$ cat config.mk
export PLATFORM = sky130hd
export DESIGN_NAME = mem_port_arbiter
export DESIGN_NICKNAME = d
export VERILOG_FILES = /design/src/rtl/mem_port_arbiter_pkg.sv /design/src/rtl/mem_port_arbiter.sv
export SDC_FILE = /design/constraint.sdc
export NUM_CORES = 1
export LEC_CHECK = 0
export BUFFER_PORTS_ARGS = -buffer_cell sky130_fd_sc_hd__buf_2
export CORE_MARGIN = 2
export CORE_UTILIZATION = 45
export DETAILED_ROUTE_END_ITERATION = 8
export GPL_TIMING_DRIVEN = 0
export HOLD_SLACK_MARGIN = 0.02
export PLACE_DENSITY = 0.83
export SLEW_MARGIN = 40
export SYNTH_ARGS = -nofsm -noshare
export SYNTH_HDL_FRONTEND = slang
export SYNTH_SLANG_ARGS = --single-unit
$ cat constraint.sdc
create_clock -name clk -period 2.6 [get_ports clk]
set_input_delay 0.52 -clock clk [delete_from_list [all_inputs] [get_ports clk]]
set_output_delay 0.52 -clock clk [all_outputs]
set_load 0.02 [all_outputs]
$ cat src/rtl/mem_port_arbiter_pkg.sv
// Shared types for the fetch/data single-port RAM arbiter: FSM states, owner codes, grant helper.
package mem_port_arbiter_pkg;

   typedef enum logic [1:0] {
      ARB_IDLE  = 2'd0,
      ARB_ISSUE = 2'd1,
      ARB_WAIT  = 2'd2,
      ARB_RESP  = 2'd3
   } arb_state_t;

   typedef enum logic {
      OWN_INST = 1'b0,
      OWN_DATA = 1'b1
   } owner_t;

   // Wide enough for RAM_LAT up to 15.
   localparam int CNT_W = 4;

   // On a tie with rotation enabled the port not granted last wins; otherwise data wins.
   function automatic owner_t pick_owner(input logic data_req, input logic inst_req,
                                         input owner_t last_own, input logic rr_en);
      if (data_req && inst_req && rr_en)
         return (last_own == OWN_DATA) ? OWN_INST : OWN_DATA;
      else if (data_req)
         return OWN_DATA;
      else
         return OWN_INST;
   endfunction

endpackage

$ cat src/rtl/mem_port_arbiter.sv
// Shares one fixed-latency single-port RAM between fetch and data ports, acking each access with a pulse.
// Define MEM_ARB_RR_EN for round-robin tie breaking; default build uses fixed DATA > INST priority.
module mem_port_arbiter
   import mem_port_arbiter_pkg::*;
#(
   parameter int ADDR_W  = 10,
   parameter int RAM_LAT = 1
) (
   input  logic              clk,
   input  logic              rst_n,
   input  logic              inst_ren,
   input  logic [31:0]       inst_addr,
   output logic [31:0]       inst_data,
   output logic              inst_ack,
   input  logic              mem_ren,
   input  logic              mem_wen,
   input  logic [31:0]       mem_addr,
   input  logic [31:0]       mem_dout,
   output logic [31:0]       mem_din,
   output logic              mem_ack,
   output logic              cpu_stall,
   output logic              ram_en,
   output logic              ram_we,
   output logic [ADDR_W-1:0] ram_addr,
   output logic [31:0]       ram_wdata,
   input  logic [31:0]       ram_rdata
);

   arb_state_t       state, state_nxt;
   owner_t           owner, grant;
   logic             we_q;
   logic [CNT_W-1:0] cnt;
   logic             data_req, inst_req, any_req;

   assign data_req = mem_ren | mem_wen;
   assign inst_req = inst_ren;
   assign any_req  = data_req | inst_req;

   assign cpu_stall = (inst_ren & ~inst_ack) | (data_req & ~mem_ack);

   logic unused_addr_bits;
   assign unused_addr_bits = ^{inst_addr[1:0], inst_addr[31:ADDR_W+2],
                               mem_addr[1:0], mem_addr[31:ADDR_W+2]};

`ifdef MEM_ARB_RR_EN
   owner_t last_own;

   always_ff @(posedge clk or negedge rst_n) begin
      if (!rst_n)
         last_own <= OWN_INST;
      else if (state == ARB_IDLE && any_req)
         last_own <= grant;
   end

   assign grant = pick_owner(data_req, inst_req, last_own, 1'b1);
`else
   assign grant = pick_owner(data_req, inst_req, OWN_INST, 1'b0);
`endif

   always_ff @(posedge clk or negedge rst_n) begin
      if (!rst_n)
         state <= ARB_IDLE;
      else
         state <= state_nxt;
   end

   // Reads always pass through WAIT so the capture edge lands on the cycle RAM data is valid.
   always_comb begin
      state_nxt = state;
      ram_en    = 1'b0;
      ram_we    = 1'b0;
      inst_ack  = 1'b0;
      mem_ack   = 1'b0;
      case (state)
         ARB_IDLE: begin
            if (any_req)
               state_nxt = ARB_ISSUE;
         end
         ARB_ISSUE: begin
            ram_en    = 1'b1;
            ram_we    = we_q;
            state_nxt = we_q ? ARB_RESP : ARB_WAIT;
         end
         ARB_WAIT: begin
            if (cnt == '0)
               state_nxt = ARB_RESP;
         end
         ARB_RESP: begin
            inst_ack  = (owner == OWN_INST);
            mem_ack   = (owner == OWN_DATA);
            state_nxt = ARB_IDLE;
         end
         default: state_nxt = ARB_IDLE;
      endcase
   end

   always_ff @(posedge clk or negedge rst_n) begin
      if (!rst_n) begin
         owner     <= OWN_INST;
         we_q      <= 1'b0;
         cnt       <= '0;
         ram_addr  <= '0;
         ram_wdata <= '0;
         inst_data <= '0;
         mem_din   <= '0;
      end else begin
         case (state)
            ARB_IDLE: begin
               if (any_req) begin
                  owner <= grant;
                  if (grant == OWN_DATA) begin
                     we_q      <= mem_wen;
                     ram_addr  <= mem_addr[ADDR_W+1:2];
                     ram_wdata <= mem_dout;
                  end else begin
                     we_q      <= 1'b0;
                     ram_addr  <= inst_addr[ADDR_W+1:2];
                     ram_wdata <= '0;
                  end
               end
            end
            ARB_ISSUE: cnt <= CNT_W'(RAM_LAT - 1);
            ARB_WAIT: begin
               if (cnt == '0) begin
                  if (owner == OWN_INST)
                     inst_data <= ram_rdata;
                  else
                     mem_din <= ram_rdata;
               end else begin
                  cnt <= cnt - 1'b1;
               end
            end
            default: ;
         endcase
      end
   end

endmodule

==> flow_summary_export.csv, run 1 <==
group,metric,value,unit
run_status,status,"finished clean",
cts,cts_buffers,17,
final_layout,syn2layout_area_growth,39.5,%
timing,tightest_slew,0.737,ns
critical_path,cp_cell_sequence,"inv_1, ha_1, nor3b_1, nand3_1, clkbuf_1, mux2_2",
critical_path,worstSetupEndpoint,"mem_din[31]",
die,num_rows,36,
detailed_routing,vias_per_cell,5.05,
critical_path,required,2.98,ns
critical_path,cp-start-kind,"flip-flop",
cts,clock_latency,0.50,ns
timing,final_max_slew_viol_count,0,
synth,synth_area,0.00450,mm2
critical_path,slowest_delay,0.43,ns
timing,clock.fmax,0.427,GHz
pwr,p_leak,3.14,nW
placement,numPortBuffers,199,
synth,synth_top_area_share,63.4,%
critical_path,path_class,"reg2reg",
cts,clockBufferDepth,2,
synth,ys_seq_area_share,63.4,%
synth,ys_ff_latch,114,
cts,cts_sinks,114,
die,die_w,104,um
critical_path,critPathCaptureType,"flip-flop",
critical_path,r2r-start,"cnt[0]",
synth,ys_warn_count,0,
detailed_routing,wl_met1,4750,um
detailed_routing,drc,0,
pwr,netSwitchingFraction,38.9,%
synth,synth.area.top_cells,"dfrtp_1 (63%), mux2_2 (16%), a22o_1 (6.6%)",
placement,pre_cts_slack,0.302,ns
timing,rsz0062_at_grt,"false",
global_route,grt_max_degree,76,
cts,cts_root_buf,"clkbuf_8",
pwr,powerDensity,1470,mW/mm2
synth,synth_most_common_cell,"dfrtp_1",
detailed_routing,highest_layer,"met4",
final_layout,drive_gt1_share,55.7,%
critical_path,critPathArrivalTime,2.72,ns
die,initial_utilization,46.2,%
timing,skew,0.00957,ns
critical_path,cp_slowest_cell,"nor3b_1",
die,die_area,0.0108,mm2
global_route,grt_usage,21.3,%
synth,synth_ff_type,"dfrtp_1",
die,io_pins,244,
synth,synthCells,308,
detailed_routing,drtAntennaViolNets,0,
critical_path,reg2reg_slack,0.26,ns
synth,synthTopCellsByCount,"dfrtp_1 (114), mux2_2 (62), a22o_1 (34)",
synth,async_reset_ff_share,100,%
cts,htreeDepth,4,
timing,finalSetupViolCount,0,
detailed_routing,wl_met3,765,um
timing,fin_crit,2.34,ns
detailed_routing,vias,3401,
timing,fin_ws,0.257,ns
final_layout,nets,668,
critical_path,reg2reg_depth,6,
pwr,combPwrFrac,41.9,%
pwr,clock_power_share,24.1,%
hold_path,hp-class,"in2reg",
global_route,antenna_found_initial,0,
critical_path,startpoint,"cnt[0]",
detailed_routing,first_pass_iters,4,
timing,timing.hold.ws,0.229,ns
critical_path,worst-path-max-fanout,10,
placement,hpwl,8240,um
die,die_h,104,um
synth,ys_types,31,
global_route,gr-total-overflow,0,
global_route,grt_pass1_wl,18100,um
final_layout,fillers,744,
critical_path,timing.rr.end,"mem_din[31]",
timing,finalHoldViolations,0,
pwr,seqPwrFrac,34.0,%
timing,period_share,90.1,%
final_layout,antennaDiodeCount,0,
synth,syn_avg_cell_area,14.6,um2
die,core,0.00973,mm2
flow_run,drv_cap,0,
synth,syn-num-nets,448,
timing,slew-limit-headroom,50.6,%
pwr,p_int,0.00563,W
pwr,p_sw,0.00359,W
global_route,grt_pass1_vias,3590,
detailed_routing,routed_wl,11000,um
synth,yosys.area.top_type,"dfrtp_1",
synth,synth_edf_count,0,
cts,clkSlewWorstSetupHoldPaths,0.06,ns
cts,cts_tree,"built",
detailed_routing,met2WireLength,5390,um
detailed_routing,drt-wirelength-per-cell,16.4,um
detailed_routing,drtIter0Drc,95,
pwr,vdd_ir_drop_max,0.710,mV
placement,finalWeightedCongestion,0.776,
[per-stage QoR]
stage                     total power [W]  TNS (ns)  utilization [%]  area [um2]  std cells
after detailed placement          0.00706         0             58.6        5700        641
after global placement            0.00689    -23.29             58.2        5660        640
after global routing              0.00973         0             64.5        6280        673
after floorplan                   0.00561         0                -        4500        308
after CTS                         0.00931         0             64.5        6280        673
final                             0.00922         0             64.5        6280        673
[area by class of cell]
class / instances / area (um2) / share of cell area [%]
tap: 133 / 166 / 2.65
multi-input combinational: 170 / 1530 / 24.4
timing repair buffer: 201 / 1040 / 16.6
buffer: 18 / 91.3 / 1.46
inverter: 6 / 22.5 / 0.359
clock inverter: 14 / 154 / 2.45
clock buffer: 17 / 414 / 6.60
sequential: 114 / 2850 / 45.5
[registers in the layout, summed over array words and instances, names as in the netlist]
signal,cells
owner,1
ram_wdata,32
state,2
mem_din,32
cnt,4
we_q,1
inst_data,32
ram_addr,10
[power groups by stage]
stage          Combinational (W)  Sequential, W  Clock (W)
2_1_floorplan            0.00151        0.00410          0
3_3_place_gp             0.00380        0.00309          0
3_5_place_dp             0.00392        0.00314          0
4_1_cts                  0.00392        0.00314    0.00225
5_1_grt                  0.00413        0.00324    0.00235
6_report                 0.00387        0.00314    0.00222
[metal layers]
| metal | up-vias | track usage, % |
|---|---|---|
| li1 | 1563 | - |
| met1 | 1656 | 27.0 |
| met2 | 169 | 35.3 |
| met3 | 13 | 5.64 |
| met4 | 0 | 7.53 |
| met5 | - | 0 |
[worst max-delay path: cells and delay by family (launching register included)]
family                     cells  cell delay (ns)
adders and majority gates      1             0.18
buffers and inverters          2             0.53
muxes                          1             0.38
DFF                            1             0.40
and+or+nand+nor                2             0.74
[cell families after synthesis]
kind of cell / synth area share, %
flops: 63.4
mux: 18.5
compound gates: 9.68
simple gates: 3.92
buf+inv: 2.53
fa+ha+maj: 1.95
[worst min-delay path by stage]
stage	start	end	slack (ns)	cells after the start
after floorplan	rst_n	cnt[0]	0.22	0
after global placement	inst_data[12]	inst_data[12]	0.46	1
after detailed placement	rst_n	mem_din[2]	0.41	1
after CTS	mem_dout[20]	ram_wdata[20]	0.20	2
after global routing	mem_dout[13]	ram_wdata[13]	0.21	2
final	mem_dout[20]	ram_wdata[20]	0.23	2
[timing repair]
action / CTS / global route
hold endpoints to repair: 39 / 0
buffers inserted: 0 / 0
hold buffers: 1 / 0
gates resized for setup: 0 / 0
[cells in the final DEF, fill, tap and decap left out, types with 2 or more instances in the layout]
master	netlist	routed
clkinv_4	0	2
inv_1	6	6
bufinv_16	0	2
mux2_1	3	3
nand2_1	14	14
dfrtp_1	114	114
a31o_2	2	2
and2_1	2	2
nand2b_1	2	2
clkinvlp_4	0	3
buf_1	2	2
nor2b_1	3	3
a211oi_1	2	2
clkbuf_1	12	12
ha_1	7	7
clkinv_2	0	2
mux2i_1	10	10
nor2_1	3	3
buf_2	1	199
mux2_2	62	62
inv_6	0	5
o21ai_0	11	11
buf_6	3	3
clkbuf_16	0	16
nor3_1	4	4
a22o_1	34	34
Note: power is estimated with default switching activity, not from simulation.
==> run 2, diff against run 1 <==
==> constraint.sdc (replaced) <==
create_clock -name clk -period 2.6 [get_ports clk]
set_input_delay 0.26 -clock clk [delete_from_list [all_inputs] [get_ports clk]]
set_output_delay 0.26 -clock clk [all_outputs]
set_load 0.02 [all_outputs]
==> run 2 against run 1 <==
Final cell count up 9.5%. Worst hold slack worse by 0.18 ns. Sequential share of layout area down 4.2 points. Die area unchanged. Largest power group unchanged. Cell area up 10%. Clock skew up 0.0013 ns. Utilization up 6.6 points. Wire length up 22%. Non-clock buffer count up 64. Register-to-register slack about the same. Clock power about the same.
==> flow_summary_export.csv, run 2 (synthesis gave the netlist of run 1 again) <==
group,metric,value,unit
cts,clkSlewWorstSetupHoldPaths,0.06,ns
final_layout,nets,732,
pwr,clock_power_share,23.6,%
global_route,use_met2,43.7,%
timing,slew-limit-headroom,48.8,%
die,core,0.00973,mm2
cts,cts_root_buf,"clkbuf_8",
run_status,status,"finished clean",
pwr,p_int,0.00570,W
timing,period_share,90.5,%
detailed_routing,drtAntennaViolNets,0,
die,die_h,104,um
placement,pre_cts_slack,0.302,ns
global_route,grt_usage,25.7,%
global_route,use_met3,6.52,%
detailed_routing,vias_per_cell,5.14,
detailed_routing,routed_wl,13500,um
global_route,grt_use_met1,31.3,%
global_route,grt_pass1_wl,21800,um
timing,clock.fmax,0.425,GHz
final_layout,fin_util,71.1,%
timing,final_max_slew_viol_count,0,
global_route,gr-total-overflow,0,
global_route,antenna_found_initial,0,
die,initial_utilization,46.2,%
critical_path,cp_cell_sequence,"inv_1, ha_1, nor3b_1, nand3_1, clkbuf_1, mux2_2",
timing,skew,0.0109,ns
critical_path,worst-path-max-fanout,10,
placement,place_area,0.00570,mm2
die,die_w,104,um
critical_path,timing.rr.end,"mem_din[30]",
critical_path,cp_slowest_cell,"nor3b_1",
final_layout,drive_gt1_share,49.8,%
pwr,combPwrFrac,42.6,%
cts,clockBufferDepth,2,
final_layout,mostFrequentLayoutCell,"buf_2",
cts,clock_latency,0.51,ns
final_layout,largestRegisters,"inst_data: 32 flops, mem_din: 32 flops, ram_wdata: 32 flops",
critical_path,required,2.98,ns
cts,cts_hold_buf,65,
pwr,p_sw,0.00377,W
placement,hpwl,8240,um
cts,cts_sinks,114,
detailed_routing,first_pass_iters,4,
detailed_routing,drc,0,
global_route,top_usage_layer,"met2",
detailed_routing,drtIter0Drc,186,
critical_path,slowest_delay,0.43,ns
global_route,grt_pass1_vias,4145,
cts,cts_resized,0,
hold_path,hold_end,"ram_addr[7]",
hold_path,hold_start,"mem_addr[9]",
timing,fin_setup_tns,0,ns
timing,rsz0062_at_grt,"false",
timing,fin_ws,0.247,ns
final_layout,final-seq-area,0.00285,mm2
flow_run,drv_cap,0,
critical_path,r2r-start,"cnt[0]",
cts,htreeDepth,4,
critical_path,reg2reg_depth,6,
global_route,grt_max_degree,76,
critical_path,cp-start-kind,"flip-flop",
cts,postCtsSetupBuffers,0,
die,die_area,0.0108,mm2
placement,finalWeightedCongestion,0.776,
cts,cts_tree,"built",
cts,cts_buffers,17,
timing,finalHoldViolations,0,
pwr,power,0.00947,W
final_layout,multiInputGateArea,0.00153,mm2
pwr,p_leak,3.40,nW
pwr,vdd_ir_drop_max,0.627,mV
final_layout,fillers,627,
detailed_routing,drt-wirelength-per-cell,18.3,um
timing,finalSetupViolCount,0,
critical_path,critPathArrivalTime,2.73,ns
pwr,powerDensity,1370,mW/mm2
final_layout,antennaDiodeCount,0,
timing,fin_crit,2.35,ns
hold_path,hp-class,"in2reg",
pwr,seqPwrFrac,33.8,%
critical_path,cp_top_family,"simple AND/OR/NAND/NOR gates",
final_layout,layout_common_cells,"buf_2 (199), dfrtp_1 (114), dlygate4sd3_1 (65)",
critical_path,reg2reg_slack,0.25,ns
die,num_rows,36,
timing,tightest_slew,0.763,ns
critical_path,path_class,"reg2reg",
critical_path,path_buf_inv,2,
placement,numPortBuffers,199,
hold_path,min_path_cells,3,
critical_path,critPathCaptureType,"flip-flop",
pwr,netSwitchingFraction,39.8,%
final_layout,syn2layout_area_growth,53.8,%
detailed_routing,vias,3791,
die,io_pins,244,
final_layout,fin_area,0.00692,mm2
-- run 2: through the flow --
step | cells | hold WS, ns
5_1_grt | 737 | 0.0441
3_3_place_gp | 640 | 0.463
4_1_cts | 737 | 0.0252
3_5_place_dp | 641 | 0.153
2_1_floorplan | 308 | -0.0356
6_report | 737 | 0.0498
-- run 2: how the worst max path moves through the flow --
| stage | start | end | slack [ns] | cells after the start |
|---|---|---|---|---|
| after detailed placement | cnt[0] | mem_din[31] | 0.30 | 6 |
| after global placement | rst_n | ram_wdata[20] | 0.05 | 1 |
| after CTS | cnt[0] | mem_din[31] | 0.29 | 6 |
| after floorplan | cnt[0] | inst_data[14] | 0.58 | 7 |
| final | cnt[0] | mem_din[30] | 0.25 | 6 |
| after global routing | cnt[0] | mem_din[25] | 0.05 | 6 |
-- run 2: power groups by stage --
stage               clock network [W]  registers [W]  logic, W
floorplan                           0        0.00410   0.00151
global placement                    0        0.00309   0.00380
detailed placement                  0        0.00314   0.00392
CTS                           0.00225        0.00314   0.00400
global route                  0.00236        0.00328   0.00429
finish                        0.00224        0.00320   0.00403
-- run 2: worst min-delay path: stages --
cell     delay (ns)
buf_2          0.07
mux2i_1        0.05
o21ai_0        0.13
-- run 2: layout make-up --
cell class	count	area share, %
Tap cell	133	2.41
Clock inverter	14	2.23
Clock buffer	17	5.99
Inverter	6	0.326
Timing Repair Buffer	265	24.3
Buffer	18	1.32
Multi-Input combinational cell	170	22.1
Sequential cell	114	41.2
-- run 2: per-layer routing --
| layer | wire length (um) | share of wire, % |
|---|---|---|
| met1 | 5600 | 42 |
| met3 | 958 | 7.1 |
| met2 | 6600 | 49 |
| met4 | 297 | 2.2 |
| met5 | 0 | 0 |
